<file path="config.mk">
export PLATFORM = sky130hd
export DESIGN_NAME = calc_alu_seq
export DESIGN_NICKNAME = d
export VERILOG_FILES = /design/src/rtl/calc_pkg.sv /design/src/rtl/calc_muldiv_iter.sv /design/src/rtl/calc_alu_seq.sv
export SDC_FILE = /design/constraint.sdc
export NUM_CORES = 1
export LEC_CHECK = 0
export ABC_AREA = 1
export CORE_ASPECT_RATIO = 0.6
export CORE_MARGIN = 1.5
export CORE_UTILIZATION = 41
export DETAILED_ROUTE_END_ITERATION = 12
export GPL_TIMING_DRIVEN = 0
export SLEW_MARGIN = 5
export SYNTH_ARGS = -nofsm -noshare
export SYNTH_HDL_FRONTEND = slang
export SYNTH_HIERARCHICAL = 1
export SYNTH_SLANG_ARGS = --single-unit
</file>
<file path="constraint.sdc">
create_clock -name clk -period 2.6 [get_ports clk]
set_input_delay 0.52 -clock clk [delete_from_list [all_inputs] [get_ports clk]]
set_output_delay 0.52 -clock clk [all_outputs]
set_load 0.005 [all_outputs]
</file>
<file path="src/rtl/calc_pkg.sv">
// Shared encodings for the sequential calculator ALU: operation codes and FSM states.
package calc_pkg;

  typedef enum logic [1:0] {
    OP_ADD = 2'd0,
    OP_SUB = 2'd1,
    OP_MUL = 2'd2,
    OP_DIV = 2'd3
  } op_e;

  typedef enum logic [1:0] {
    ST_IDLE = 2'd0,
    ST_EXEC = 2'd1,
    ST_ITER = 2'd2,
    ST_FIN  = 2'd3
  } state_e;

  // Ops that run WIDTH iterations of the multi-cycle datapath instead of EXEC.
  function automatic logic needs_iter(input logic [1:0] op, input logic divisor_zero);
    return (op == OP_MUL) || ((op == OP_DIV) && !divisor_zero);
  endfunction

endpackage

</file>
<file path="src/rtl/calc_muldiv_iter.sv">
// Iterative datapath: shift-add multiply and restoring divide, one step per strobe.
// acc is the product upper half / partial remainder; shreg is multiplier -> product low / dividend -> quotient.
module calc_muldiv_iter #(
  parameter int WIDTH = 16
) (
  input  logic             clk,
  input  logic             rst_n,
  input  logic             load,
  input  logic             step,
  input  logic             is_div,
  input  logic [WIDTH-1:0] a,
  input  logic [WIDTH-1:0] b,
  output logic [WIDTH-1:0] hi,
  output logic [WIDTH-1:0] lo
);

  logic [WIDTH-1:0] acc;
  logic [WIDTH-1:0] shreg;
  logic [WIDTH-1:0] opnd;

  logic [WIDTH:0]   mul_sum;
  logic [WIDTH:0]   rem_sh;
  logic             rem_ge;
  logic [WIDTH-1:0] rem_sub;
  logic [WIDTH-1:0] acc_nxt;
  logic [WIDTH-1:0] shreg_nxt;

  always_comb begin
    mul_sum   = {1'b0, acc} + (shreg[0] ? {1'b0, opnd} : '0);
    rem_sh    = {acc, shreg[WIDTH-1]};
    rem_ge    = rem_sh >= {1'b0, opnd};
    // The subtraction only matters when rem_sh >= opnd, where the difference fits in WIDTH bits.
    rem_sub   = rem_sh[WIDTH-1:0] - opnd;
    acc_nxt   = acc;
    shreg_nxt = shreg;
    if (is_div) begin
      acc_nxt   = rem_ge ? rem_sub : rem_sh[WIDTH-1:0];
      shreg_nxt = {shreg[WIDTH-2:0], rem_ge};
    end else begin
      acc_nxt   = mul_sum[WIDTH:1];
      shreg_nxt = {mul_sum[0], shreg[WIDTH-1:1]};
    end
  end

  always_ff @(posedge clk or negedge rst_n) begin
    if (!rst_n) begin
      acc   <= '0;
      shreg <= '0;
      opnd  <= '0;
    end else if (load) begin
      acc   <= '0;
      shreg <= a;
      opnd  <= b;
    end else if (step) begin
      acc   <= acc_nxt;
      shreg <= shreg_nxt;
    end
  end

  assign hi = acc;
  assign lo = shreg;

endmodule

</file>
<file path="src/rtl/calc_alu_seq.sv">
// Sequential calculator ALU with start/busy/done handshake (add, sub, shift-add mul, restoring div).
// Define CALC_ALU_SAT_EN to saturate res on overflow (ADD/MUL -> all ones, SUB -> 0).
module calc_alu_seq
  import calc_pkg::*;
#(
  parameter int WIDTH = 16
) (
  input  logic             clk,
  input  logic             rst_n,
  input  logic             start,
  input  logic [1:0]       op,
  input  logic [WIDTH-1:0] num1,
  input  logic [WIDTH-1:0] num2,
  output logic             busy,
  output logic             done,
  output logic [WIDTH-1:0] res,
  output logic             ovf,
  output logic             div0
);

  localparam int CNT_W = $clog2(WIDTH) + 1;

  state_e           state, state_nxt;
  op_e              op_q;
  logic [WIDTH-1:0] a_q, b_q;
  logic [CNT_W-1:0] cnt;

  logic             accept;
  logic             load;
  logic             step;
  logic [WIDTH-1:0] prod_hi;
  logic [WIDTH-1:0] iter_lo;

  logic [WIDTH:0]   sum;
  logic [WIDTH-1:0] r_res;
  logic             r_ovf;
  logic             r_div0;

  // start is ignored during the done cycle even though the FSM is already back in IDLE.
  assign accept = (state == ST_IDLE) && start && !done;

  always_ff @(posedge clk or negedge rst_n) begin
    if (!rst_n) state <= ST_IDLE;
    else        state <= state_nxt;
  end

  always_comb begin
    state_nxt = state;
    load      = 1'b0;
    step      = 1'b0;
    case (state)
      ST_IDLE: begin
        if (accept) begin
          if (needs_iter(op, num2 == '0)) begin
            state_nxt = ST_ITER;
            load      = 1'b1;
          end else begin
            state_nxt = ST_EXEC;
          end
        end
      end
      ST_EXEC: state_nxt = ST_IDLE;
      ST_ITER: begin
        step = 1'b1;
        if (cnt == CNT_W'(1)) state_nxt = ST_FIN;
      end
      ST_FIN:  state_nxt = ST_IDLE;
      default: state_nxt = ST_IDLE;
    endcase
  end

  calc_muldiv_iter #(.WIDTH(WIDTH)) u_iter (
    .clk    (clk),
    .rst_n  (rst_n),
    .load   (load),
    .step   (step),
    .is_div (op_q == OP_DIV),
    .a      (num1),
    .b      (num2),
    .hi     (prod_hi),
    .lo     (iter_lo)
  );

  // Final result and flags from the latched operands; only registered in EXEC or FIN.
  always_comb begin
    sum    = {1'b0, a_q} + {1'b0, b_q};
    r_res  = '0;
    r_ovf  = 1'b0;
    r_div0 = 1'b0;
    case (op_q)
      OP_ADD: {r_ovf, r_res} = sum;
      OP_SUB: begin
        r_res = a_q - b_q;
        r_ovf = a_q < b_q;
      end
      OP_MUL: begin
        r_res = iter_lo;
        r_ovf = |prod_hi;
      end
      OP_DIV: begin
        if (b_q == '0) begin
          r_res  = '1;
          r_div0 = 1'b1;
        end else begin
          r_res  = iter_lo;
        end
      end
      default: r_res = '0;
    endcase
`ifdef CALC_ALU_SAT_EN
    if (r_ovf) r_res = (op_q == OP_SUB) ? '0 : '1;
`endif
  end

  always_ff @(posedge clk or negedge rst_n) begin
    if (!rst_n) begin
      op_q <= OP_ADD;
      a_q  <= '0;
      b_q  <= '0;
      cnt  <= '0;
      busy <= 1'b0;
      done <= 1'b0;
      res  <= '0;
      ovf  <= 1'b0;
      div0 <= 1'b0;
    end else begin
      done <= 1'b0;
      if (accept) begin
        op_q <= op_e'(op);
        a_q  <= num1;
        b_q  <= num2;
        busy <= 1'b1;
        if (needs_iter(op, num2 == '0)) cnt <= CNT_W'(WIDTH);
      end
      if (step) cnt <= cnt - CNT_W'(1);
      if (state == ST_EXEC || state == ST_FIN) begin
        res  <= r_res;
        ovf  <= r_ovf;
        div0 <= r_div0;
        busy <= 1'b0;
        done <= 1'b1;
      end
    end
  end

endmodule

</file>
* Word-level counts from Yosys, hierarchy flattened
Cells that the tools add are included.
W data, S select, Z words.
** Cells by class
- Add/subtract/negate cells :: 5
- $lt $le $gt $ge :: 2
- Equality and inequality tests :: 11
- Multiplexer cells :: 27
- Reductions and logical operators :: 19
** Operators with widths (number)
- $mux W16 :: 9
- $pmux W16 S4 :: 1
- $logic_not A16 Y1 :: 2
- $sub A16 B16 Y16 :: 2
- $add A16 B16 Y17 :: 1
- $add A16 B17 Y17 :: 1
- $ge A17 B16 Y1 :: 1
- $lt A16 B16 Y1 :: 1
- $reduce_or A16 Y1 :: 1
- $mux W5 :: 3
- $eq A2 B2 Y1 const B :: 6
- $mux W1 :: 9
- $reduce_bool A2 Y1 :: 4
- $mux W2 :: 3
- $pmux W2 S3 :: 1
- $eq A5 B1 Y1 const B :: 1
- $sub A5 B1 Y5 const B :: 1
- $eq A2 B1 Y1 const B :: 2
- $logic_not A2 Y1 :: 2
- $ne A2 B2 Y1 const B :: 2
- $reduce_and A2 Y1 :: 2
- $logic_and A1 B1 Y1 :: 3
- $pmux W1 S3 :: 1
- $logic_not A1 Y1 :: 2
- 2 further kinds :: 3
** Word-level totals
- Register bits :: 109
- Input bits :: 37
- Output and inout port bits :: 20
- Logic and storage cells :: 77

* Longest topological paths before layout
Gate-level depths: netlist (run 1).
- Word-level depth :: 8
- Depth in mapped cells :: 19
- Mapped depth without buffers :: 17

* Modules after synthesis
Netlist (run 1), hierarchy kept.
** Modules (own cells, without submodules)
- calc_alu_seq :: instances 1, cells an instance 729, area each 4764.6 um^2, seq. area each 1526.5 um^2
- calc_muldiv_iter :: instances 1, cells an instance 750, area each 4623.2 um^2, seq. area each 1201.2 um^2

* Worst setup path before layout (run 1)
No wires, ideal clock.
- Kind :: in2reg
- From :: in num2[13]
- To :: reg u_iter.shreg[10] (netlist: u_iter/lo[10])
- Library setup time :: 90 ps
- Arrival :: 2028 ps
- Data required time :: 2510 ps
- Setup slack :: 481 ps
- Cell stages on the path :: 8
- Buffers on the path :: 1
- Path through :: nor4_1 > nand4_1 > nand3_1 > inv_1 > nor2_1 > clkinv_1 > clkbuf_1 > o221ai_1
** On the way
- Word-level cells in the longest chain between the ends :: 8
- Elaborated cells between the ends (all ways) :: 9
- Those cells by class :: 4 x mux; 5 x reduce/logical
** Ends and longest elaborated chain
- start: declaration :: RTL line calc_alu_seq.sv:13 : input logic [WIDTH-1:0] num2,
- $logic_not A16 Y1 * :: RTL line calc_alu_seq.sv:54 : if (needs_iter(op, num2 == '0)) begin
- $logic_not A1 Y1 * :: RTL line calc_pkg.sv:20 : return (op == OP_MUL) || ((op == OP_DIV) && !divisor_zero);
- $logic_and A1 B1 Y1 * :: RTL line calc_pkg.sv:20
- $logic_or A1 B1 Y1 * :: RTL line calc_pkg.sv:20
- $mux W1 * :: RTL line calc_alu_seq.sv:54
- $mux W1 * :: RTL line calc_alu_seq.sv:53 : if (accept) begin
- $mux W1 * :: RTL line calc_alu_seq.sv:51 : case (state)
- net load :: RTL line calc_alu_seq.sv:29 : logic load;
- $mux W16 or $reduce_bool A2 Y1 (tied branches)
- end signal: assignment :: RTL line calc_muldiv_iter.sv:56 : shreg <= shreg_nxt;
- end: declaration :: RTL line calc_muldiv_iter.sv:18 : logic [WIDTH-1:0] shreg;
The timed path passes the listed nets; every way through them passes the cells marked *.
A chain may end at the register's enable or synchronous reset.

* Worst setup path in the final report (run 1)
- From :: in num2[2]
- To :: reg u_iter.shreg[10] (netlist: u_iter/lo[10])
Same word-level chain as after synthesis.

==> results.toml, run 1 <==
[sta]
min_period_ns = 2.67
relSlewSlack_pct = 38.0
max_freq_mhz = 375
setup_tns_ns = -0.235
holdWs_ns = 0.477
finalCritPeriodShare_pct = 103
worst_slew_pin_slew_ns = 0.921
skew_ns = 0.0177
finalSetupViolations = 12
drv_slew = 0
hold_violations = 0
worst_slack_ns = -0.0657

[grt]
grt_use_total_pct = 29.7
grt_pass1_wl_um = 52200
antenna_found_initial = 1
grt_pass1_vias = 8771
overflow = 0
grt_max_degree = 89

[die]
die_w_um = 198
num_rows = 42
die_h_um = 120
ioPinCount = 57
initial_utilization_pct = 42.2
dieArea_mm2 = 0.0238
core_mm2 = 0.0222

[yosys]
syn_avg_cell_area_um2 = 6.35
async_flop_share_pct = 100
synth_fp_nets = 1586
seq_area_frac_synth_pct = 29.1
synth_most_common_cell = "nand2_1"
synth_top_area_share_pct = 29.1
ys_warn_count = 6
synth.distinct_cells = 48
yosys-top-cells-count = "536 x nand2_1, 249 x inv_1, 125 x nand3_1"
yosys.area.top_type = "dfrtp_1"
synth_area_mm2 = 0.00939
yosys-top-cells-area = "dfrtp_1 29%, nand2_1 21%, inv_1 10%, ha_1 8.8%, nand3_1 6.7%"
synth_enable_flop_cells = 0
synthFlopType = "dfrtp_1"
syn-instance-count = 1479
ys_seq_elements = 109

[status]
status = "complete, but fails checks"
violations = "negative setup slack"

[worst_setup_path]
crit_chain = "clkdlybuf4s50_1 > nor3b_2 > nand4_1 > nand3_2 > inv_1 > clkbuf_2 > buf_2 > nand2_1 > o221ai_1"
cp_slowest_cell = "clkdlybuf4s50_1"
crit_required_ns = 2.85
cp-end-kind = "flip-flop"
timing.reg2reg.setup_slack_ns = 0.16
cp_max_fo = 10
r2r.worst_path.cells = 14
critPathMaxStageDelay_ns = 0.55
crit_buf_inv = 4
arrival_ns = 2.92
cp-start-kind = "input port"
path_class = "input port to flip-flop"
critPathTopFamily = "buffers and inverters"
r2r-end = "ovf"
reg2reg_from = "b_q[0]"

[place]
hpwlAfterDp_um = 28300
io_buffers = 56
dpl_worst_slack_ns = -1.48
place_congestion = 0.971

[hold_path]
worstHoldPathType = "flip-flop to flip-flop"
min_from = "cnt[4]"
holdPathEnd = "cnt[4]"
worstHoldPathCells = 1

[drt]
drtIter0Drc = 1218
wl_um = 34600
drc = 0
drtAntennaViolNets = 0
route.vias.total = 9983
via_per_inst = 5.34
firstDrtPassIters = 5
wl_per_cell_um = 18.5

[clocking]
clkTransAtPathRegs_ns = 0.08
cts_buffers = 9
clk_latency_ns = 0.38
clk_path_buf_depth = 2
cts_max_level = 3
cts_root_buf = "clkbuf_16"
cts.sinks = 109
cts_tree = "done"

[pwr]
ir_worst_vdd_uv = 638
p_leak_nw = 5.89
cellPowerDensity_mw_per_mm2 = 1520

[run]
max-cap-violations = 0

[final_layout]
final_nets = 1661
layout-drive-gt1-share_pct = 5.77
area_growth_pct = 15.5
finalCoreUtilization_pct = 48.8
==> cell usage in the layout (no fill, tap or decap), drive strengths merged, types with 7 or more instances in the layout <==
master           n
nand2          542
inv            256
nand3          128
dfrtp          109
nor2            80
o21ai           79
ha              66
a21oi           56
clkdlybuf4s50   54
buf             33
clkbuf          32
nand4           26
o221ai          15
nor3            15
xor2            10
a22oi            8
nor4             7
==> power by group <==
| group | internal [mW] | total, mW | switching, mW |
|---|---|---|---|
| Combinational | 3.90 | 11.6 | 7.73 |
| Clock | 0.880 | 1.61 | 0.732 |
| Sequential | 2.49 | 3.21 | 0.717 |
==> state kept, by name (all words and copies together) (netlist names) <==
| name | count |
|---|---|
| ovf | 1 |
| done | 1 |
| u_iter/hi | 16 |
| b_q | 16 |
| cnt | 5 |
| busy | 1 |
| a_q | 16 |
| u_iter/lo | 16 |
| res | 16 |
| state | 2 |
| op_q | 2 |
| div0 | 1 |
| u_iter/opnd | 16 |
==> stage by stage <==
step / cell area, um2 / power [mW] / cells
6_report: 10800 / 16.5 / 1868
5_1_grt: 10800 / 17.9 / 1867
4_1_cts: 10800 / 16.1 / 1865
3_5_place_dp: 10400 / 14.2 / 1844
3_3_place_gp: 10300 / 14.1 / 1843
2_1_floorplan: 9390 / 10.8 / 1479
==> cells by family (layout without fill, tap and decap cells) <==
group	after synthesis	in the layout	share of synthesized area, %
AND/OR/NAND/NOR	812	812	36.7
buffers and inverters	303	383	13.0
AO/OA/AOI/OAI	170	170	10.2
flip-flops	109	109	29.1
adder cells (fa/ha/maj)	70	70	9.65
XOR/XNOR	13	13	1.21
multiplexers	2	2	0.227
other	0	1	0
==> timing repair <==
action | in CTS | in global routing
hold buffers | 1 | 0
setup buffers | 5 | 2
resized for setup | 13 | 15
hold endpoints to repair | 21 | 0
endpoints found under the setup margin | 48 | 45
pin swaps | 3 | 0
==> metal layers <==
metal / global-route usage (%) / wire length (um) / vias to the layer above
met3: 11.3 / 4860 / 19
li1: - / - / 4819
met4: 3.39 / 242 / 0
met5: 0 / 0 / -
met1: 50.8 / 18200 / 4628
met2: 33.4 / 11300 / 517
==> worst max-delay path by stage <==
| stage | end | slack (ns) | depth (start not counted) | start |
|---|---|---|---|---|
| floorplan | u_iter/lo[10] | 0.48 | 8 | num2[13] |
| global placement | u_iter/hi[15] | -3.50 | 1 | rst_n |
| detailed placement | u_iter/lo[13] | -1.48 | 9 | num2[2] |
| CTS | u_iter/lo[13] | 0.001 | 12 | num2[4] |
| global route | u_iter/lo[13] | -0.02 | 12 | num2[5] |
| finish | u_iter/lo[10] | -0.07 | 9 | num2[2] |
==> final cells by class <==
cell class,count,area [um2]
Antenna cell,1,2.50
Sequential cell,109,2730
Multi-Input combinational cell,1067,5480
Clock inverter,6,92.6
Fill cell,2337,11400
Clock buffer,10,239
Inverter,255,962
Buffer,47,275
Tap cell,308,385
Timing Repair Buffer,65,679
Note: power is estimated with default switching activity, not from simulation.
==> run 2, diff against run 1 <==
--- a/config.mk
+++ b/config.mk
@@ -6,11 +6,14 @@
 export NUM_CORES = 1
 export LEC_CHECK = 0
 export ABC_AREA = 1
+export CELL_PAD_IN_SITES_DETAIL_PLACEMENT = 2
+export CELL_PAD_IN_SITES_GLOBAL_PLACEMENT = 2
 export CORE_ASPECT_RATIO = 0.6
 export CORE_MARGIN = 1.5
-export CORE_UTILIZATION = 41
+export CORE_UTILIZATION = 34
 export DETAILED_ROUTE_END_ITERATION = 12
 export GPL_TIMING_DRIVEN = 0
+export PLACE_DENSITY_LB_ADDON = 0.1
 export SLEW_MARGIN = 5
 export SYNTH_ARGS = -nofsm -noshare
 export SYNTH_HDL_FRONTEND = slang
==> run 2 against run 1 <==
Net effect:
- the run now ends clean
- clock power barely moved
- clock skew fell by 0.0049 ns
- utilization fell by 7.8 points
- flip-flop and latch count stayed put
- register-to-register slack got worse by 0.12 ns
==> results.toml, run 2 (synthesized netlist as in run 1, its figures left out) <==
[grt]
grt_use_total_pct = 30.8
grt_pass1_vias = 10576
antenna_found_initial = 2
grt_pass1_wl_um = 65900
grt_max_degree = 86
overflow = 0

[worst_setup_path]
critPathMaxStageDelay_ns = 0.52
cp_max_fo = 10
arrival_ns = 2.85
crit_required_ns = 2.88
cp-start-kind = "flip-flop"
cp-end-kind = "flip-flop"
crit_chain = "ha_1 > nand2_1 > nor2_1 > nand3_2 > nand3_2 > nand2_4 > nand2_4 > buf_8 > nand4_1 > nand3_1 > nand2_1"
path_class = "flip-flop to flip-flop"
cp_slowest_cell = "dfrtp_1"
timing.reg2reg.setup_slack_ns = 0.04

[clocking]
cts_buffers = 9
cts_tree = "done"
clkTransAtPathRegs_ns = 0.09
clk_latency_ns = 0.40
cts_max_level = 3
cts_root_buf = "clkbuf_16"
clk_path_buf_depth = 2
cts.sinks = 109

[final_layout]
final_common_cell = "nand2_1"
fin_area_mm2 = 0.0110
fill_cells = 3329
fin_cells = 1924
final_nets = 1665
area_growth_pct = 16.8
layout-drive-gt1-share_pct = 7.23
final_cell_mix = "535 x nand2_1, 248 x inv_1, 124 x nand3_1, 101 x dfrtp_1, 74 x o21ai_0"

[die]
initial_utilization_pct = 35.1
die_h_um = 132
core_mm2 = 0.0268
dieArea_mm2 = 0.0286
ioPinCount = 57
die_w_um = 218
num_rows = 46

[sta]
max_freq_mhz = 390
finalCritPeriodShare_pct = 98.5
drv_slew = 0
min_period_ns = 2.56
skew_ns = 0.0128
rsz0062_at_grt = "yes"
hold_violations = 0
relSlewSlack_pct = 46.2
setup_tns_ns = 0
finalSetupViolations = 0
worst_slew_pin_slew_ns = 0.808

[pwr]
p_leak_nw = 5.88
cellPowerDensity_mw_per_mm2 = 1610
swShare_pct = 58.5
p_clk_share_pct = 9.3
power.internal_mw = 7.34
comb_power_share_pct = 71.0
power.switching_mw = 10.3
ir_worst_vdd_uv = 613
p_seq_share_pct = 19.7

[place]
io_buffers = 56
dp_cells = 1896
placed_cell_area_mm2 = 0.0104
place_congestion = 0.935
hpwlAfterDp_um = 35700

[status]
status = "completed"

[drt]
drtAntennaViolNets = 0
wl_um = 43200
via_per_inst = 5.40
met1Wirelength_um = 23400
firstDrtPassIters = 5
highest_layer = "met4"
wl_per_cell_um = 22.5
route.vias.total = 10394
met3_length_um = 4060
wl_met2_um = 15500
drc = 0
drtIter0Drc = 928

[run]
max-cap-violations = 0

[hold_path]
worstHoldPathType = "flip-flop to flip-flop"
run 2: cell count changes in the layout (fill, tap and decap cells not counted), moves of 3 or more:
| cell | before | now |
|---|---|---|
| ha_1 | 66 | 58 |
| dfrtp_1 | 108 | 101 |
| dfrtp_2 | 1 | 8 |
| buf_4 | 5 | 11 |
| ha_2 | 0 | 6 |
| buf_2 | 21 | 18 |
| clkbuf_2 | 3 | 6 |
| o21ai_0 | 77 | 74 |
| o21ai_1 | 2 | 5 |
run 2: worst paths after layout:
| kind | start | to | cells after the start |
|---|---|---|---|
| min | res[10] | res[10] | 2 |
| max | u_iter/hi[4] | u_iter/hi[10] | 11 |
| min in group asynchronous | rst_n | res[13] | 2 |
| max reg2reg | u_iter/hi[4] | u_iter/hi[10] | 11 |
| min reg2reg | res[10] | res[10] | 2 |
| max in group asynchronous | rst_n | u_iter/lo[0] | 3 |
run 2: timing repair:
item | CTS | global route
resized for setup | 16 | 33
pin swaps | 3 | 6
setup buffers | 6 | 6
endpoints found under the hold margin | 13 | 0
setup endpoints to repair | 48 | 44
hold buffers | 1 | 0
run 2: worst max-delay path, delay by kind of cell, from the launching register on:
| family | cells | cell delay, ns |
|---|---|---|
| AND/OR/NAND/NOR | 9 | 1.32 |
| buffers and inverters | 1 | 0.17 |
| flip-flops | 1 | 0.52 |
| adder cells (fa/ha/maj) | 1 | 0.44 |
run 2: metal layers:
layer / global-route usage [%] / vias to the layer above
met1: 51.3 / 5251
li1: - / 4820
met3: 9.75 / 14
met5: 0 / -
met4: 2.93 / 0
met2: 37.7 / 309
run 2: final cells by class:
type / count / area (um2) / area share (%)
diodes: 1 / 2.50 / 0.0228
plain buffers: 46 / 268 / 2.44
clock buffers: 9 / 225 / 2.05
clock inverters: 7 / 96.3 / 0.879
inverters: 255 / 966 / 8.81
multi-input cells: 1067 / 5520 / 50.4
flip-flops and latches: 109 / 2740 / 25.0
well taps: 360 / 450 / 4.11
repair buffers: 70 / 696 / 6.35
run 2: power by group through the flow:
| stage | clock network [mW] | logic [mW] | registers [mW] |
|---|---|---|---|
| 2_1_floorplan | 0 | 7.80 | 3.00 |
| 3_3_place_gp | 0 | 11.3 | 3.37 |
| 3_5_place_dp | 0 | 11.8 | 3.42 |
| 4_1_cts | 1.66 | 12.1 | 3.42 |
| 5_1_grt | 1.72 | 13.8 | 3.57 |
| 6_report | 1.64 | 12.5 | 3.47 |
run 2: through the flow:
stage	setup slack, ns	hold WS [ns]	utilization [%]	power [mW]
after floorplan	0.481	0.224	-	10.8
after global placement	-3.75	0.458	38.9	14.7
after detailed placement	-1.79	0.409	39.0	15.3
after CTS	0.0381	0.490	40.5	17.2
after global routing	-0.0198	0.527	41.0	19.1
final	0.0384	0.487	41.0	17.7
==> run 3, diff against run 2 <==
==> constraint.sdc (replaced) <==
create_clock -name clk -period 2.55 [get_ports clk]
set_input_delay 0.51 -clock clk [delete_from_list [all_inputs] [get_ports clk]]
set_output_delay 0.51 -clock clk [all_outputs]
set_load 0.005 [all_outputs]
==> run 3 against run 2 <==
Net effect:
- critical path depth decreased by 2
- hold slack lost 0.014 ns
- largest cell class unchanged
- final area grew 0.50%
- sequential power rose by 3%
- via count rose by 0.61%
- sequential share of layout area decreased by 0.057 points
==> results.toml, run 3 (synthesized netlist as in run 1, its figures left out) <==
[grt]
grt_pass1_wl_um = 66000
antenna_found_initial = 2
overflow = 0
grt_pass1_vias = 10591
grt_max_degree = 86
grt_use_total_pct = 30.8

[pwr]
swShare_pct = 58.4
p_clk_share_pct = 9.2
cellPowerDensity_mw_per_mm2 = 1650
comb_power_share_pct = 71.1
power.switching_mw = 10.6
p_seq_share_pct = 19.6
p_leak_nw = 5.88
power.internal_mw = 7.54
ir_worst_vdd_uv = 628

[place]
dpl_worst_slack_ns = -1.83
dp_cells = 1896
placed_cell_area_mm2 = 0.0104
place_congestion = 0.935
hpwlAfterDp_um = 35700
io_buffers = 56

[die]
die_h_um = 132
num_rows = 46
dieArea_mm2 = 0.0286
initial_utilization_pct = 35.1
die_w_um = 218
ioPinCount = 57
core_mm2 = 0.0268

[clocking]
cts_tree = "done"
cts.sinks = 109
clk_path_buf_depth = 2
cts_root_buf = "clkbuf_16"
cts_max_level = 3
clk_latency_ns = 0.40
cts_buffers = 9
clkTransAtPathRegs_ns = 0.08

[final_layout]
area_growth_pct = 17.4
finalCoreUtilization_pct = 41.2
final_nets = 1665
fin_cells = 1925
fill_cells = 3324
final_common_cell = "nand2_1"
layout.area.seq_mm2 = 0.00275
final_cell_mix = "534 x nand2_1, 248 x inv_1, 123 x nand3_1, 95 x dfrtp_1, 74 x o21ai_0"
fin_area_mm2 = 0.0110
multiInputGateArea_mm2 = 0.00556
layout-drive-gt1-share_pct = 8.32

[sta]
max_freq_mhz = 404
hold_violations = 0
worst_slew_pin_slew_ns = 0.843
relSlewSlack_pct = 43.8
min_period_ns = 2.48
skew_ns = 0.0133
drv_slew = 0
setup_tns_ns = 0
worst_slack_ns = 0.0728
finalCritPeriodShare_pct = 97.1
finalSetupViolations = 0

[drt]
wl_um = 43400
drc = 0
drtAntennaViolNets = 0
via_per_inst = 5.43
firstDrtPassIters = 5
drtIter0Drc = 1014
wl_per_cell_um = 22.6
route.vias.total = 10457

[worst_setup_path]
crit_required_ns = 2.84
path_class = "input port to flip-flop"
cp-end-kind = "flip-flop"
r2r.worst_path.cells = 11
cp-start-kind = "input port"
cp_max_fo = 10
arrival_ns = 2.77

[status]
status = "completed"

[hold_path]
worstHoldPathCells = 3
worstHoldPathType = "input port to flip-flop"

[run]
max-cap-violations = 0
run 3: layout make-up:
class                   instances  area share (%)
diodes                          2          0.0454
plain buffers                  46            2.45
clock buffers                   9            2.04
clock inverters                 7           0.874
inverters                     255            8.77
multi-input cells            1067            50.5
flip-flops and latches        109            24.9
well taps                     360            4.09
repair buffers                 70            6.34
run 3: worst max-delay path: stages:
cell	delay, ns
clkdlybuf4s50_1	0.52
nor3b_4	0.36
nand4_1	0.21
nand3_2	0.14
inv_1	0.12
nor2_4	0.26
clkinvlp_4	0.20
buf_4	0.21
o221ai_1	0.23
run 3: stage by stage:
stage	hold slack, ns	total power [mW]
2_1_floorplan	0.214	11.0
4_1_cts	0.490	17.5
6_report	0.472	18.1
3_3_place_gp	0.458	14.9
5_1_grt	0.474	19.6
3_5_place_dp	0.399	15.6
run 3: power groups by stage:
stage               sequential (mW)  clock (mW)  combinational (mW)
global route                   3.65        1.75                14.2
CTS                            3.49        1.70                12.3
floorplan                      3.06           0                7.95
finish                         3.56        1.68                12.9
detailed placement             3.49           0                12.1
global placement               3.43           0                11.5
run 3: metal layers:
| layer | GRT usage (%) | part of all wire [%] | vias up |
|---|---|---|---|
| met3 | 9.84 | 9.2 | 15 |
| met1 | 51.2 | 54 | 5284 |
| met5 | 0 | 0 | - |
| met2 | 37.7 | 36 | 336 |
| li1 | - | - | 4822 |
| met4 | 2.93 | 0.50 | 0 |
run 3: what timing repair did:
action                                  CTS  global route
endpoints found under the setup margin   48            53
hold endpoints to repair                 24             0
buffers inserted                          6             6
pin swaps                                 3             6
resized for setup                        17            52
hold buffers                              1             0
cloned                                    0             0
run 3: final timing paths:
kind | endpoint | slack (ns) | start
setup reg to reg | ovf | 0.09 | b_q[0]
setup / recovery | u_iter/lo[5] | 0.07 | num2[3]
hold reg to reg | res[10] | 0.49 | res[10]
max in group asynchronous | u_iter/lo[0] | 1.22 | rst_n
hold / removal | op_q[0] | 0.47 | op[0]
min in group asynchronous | res[13] | 0.54 | rst_n
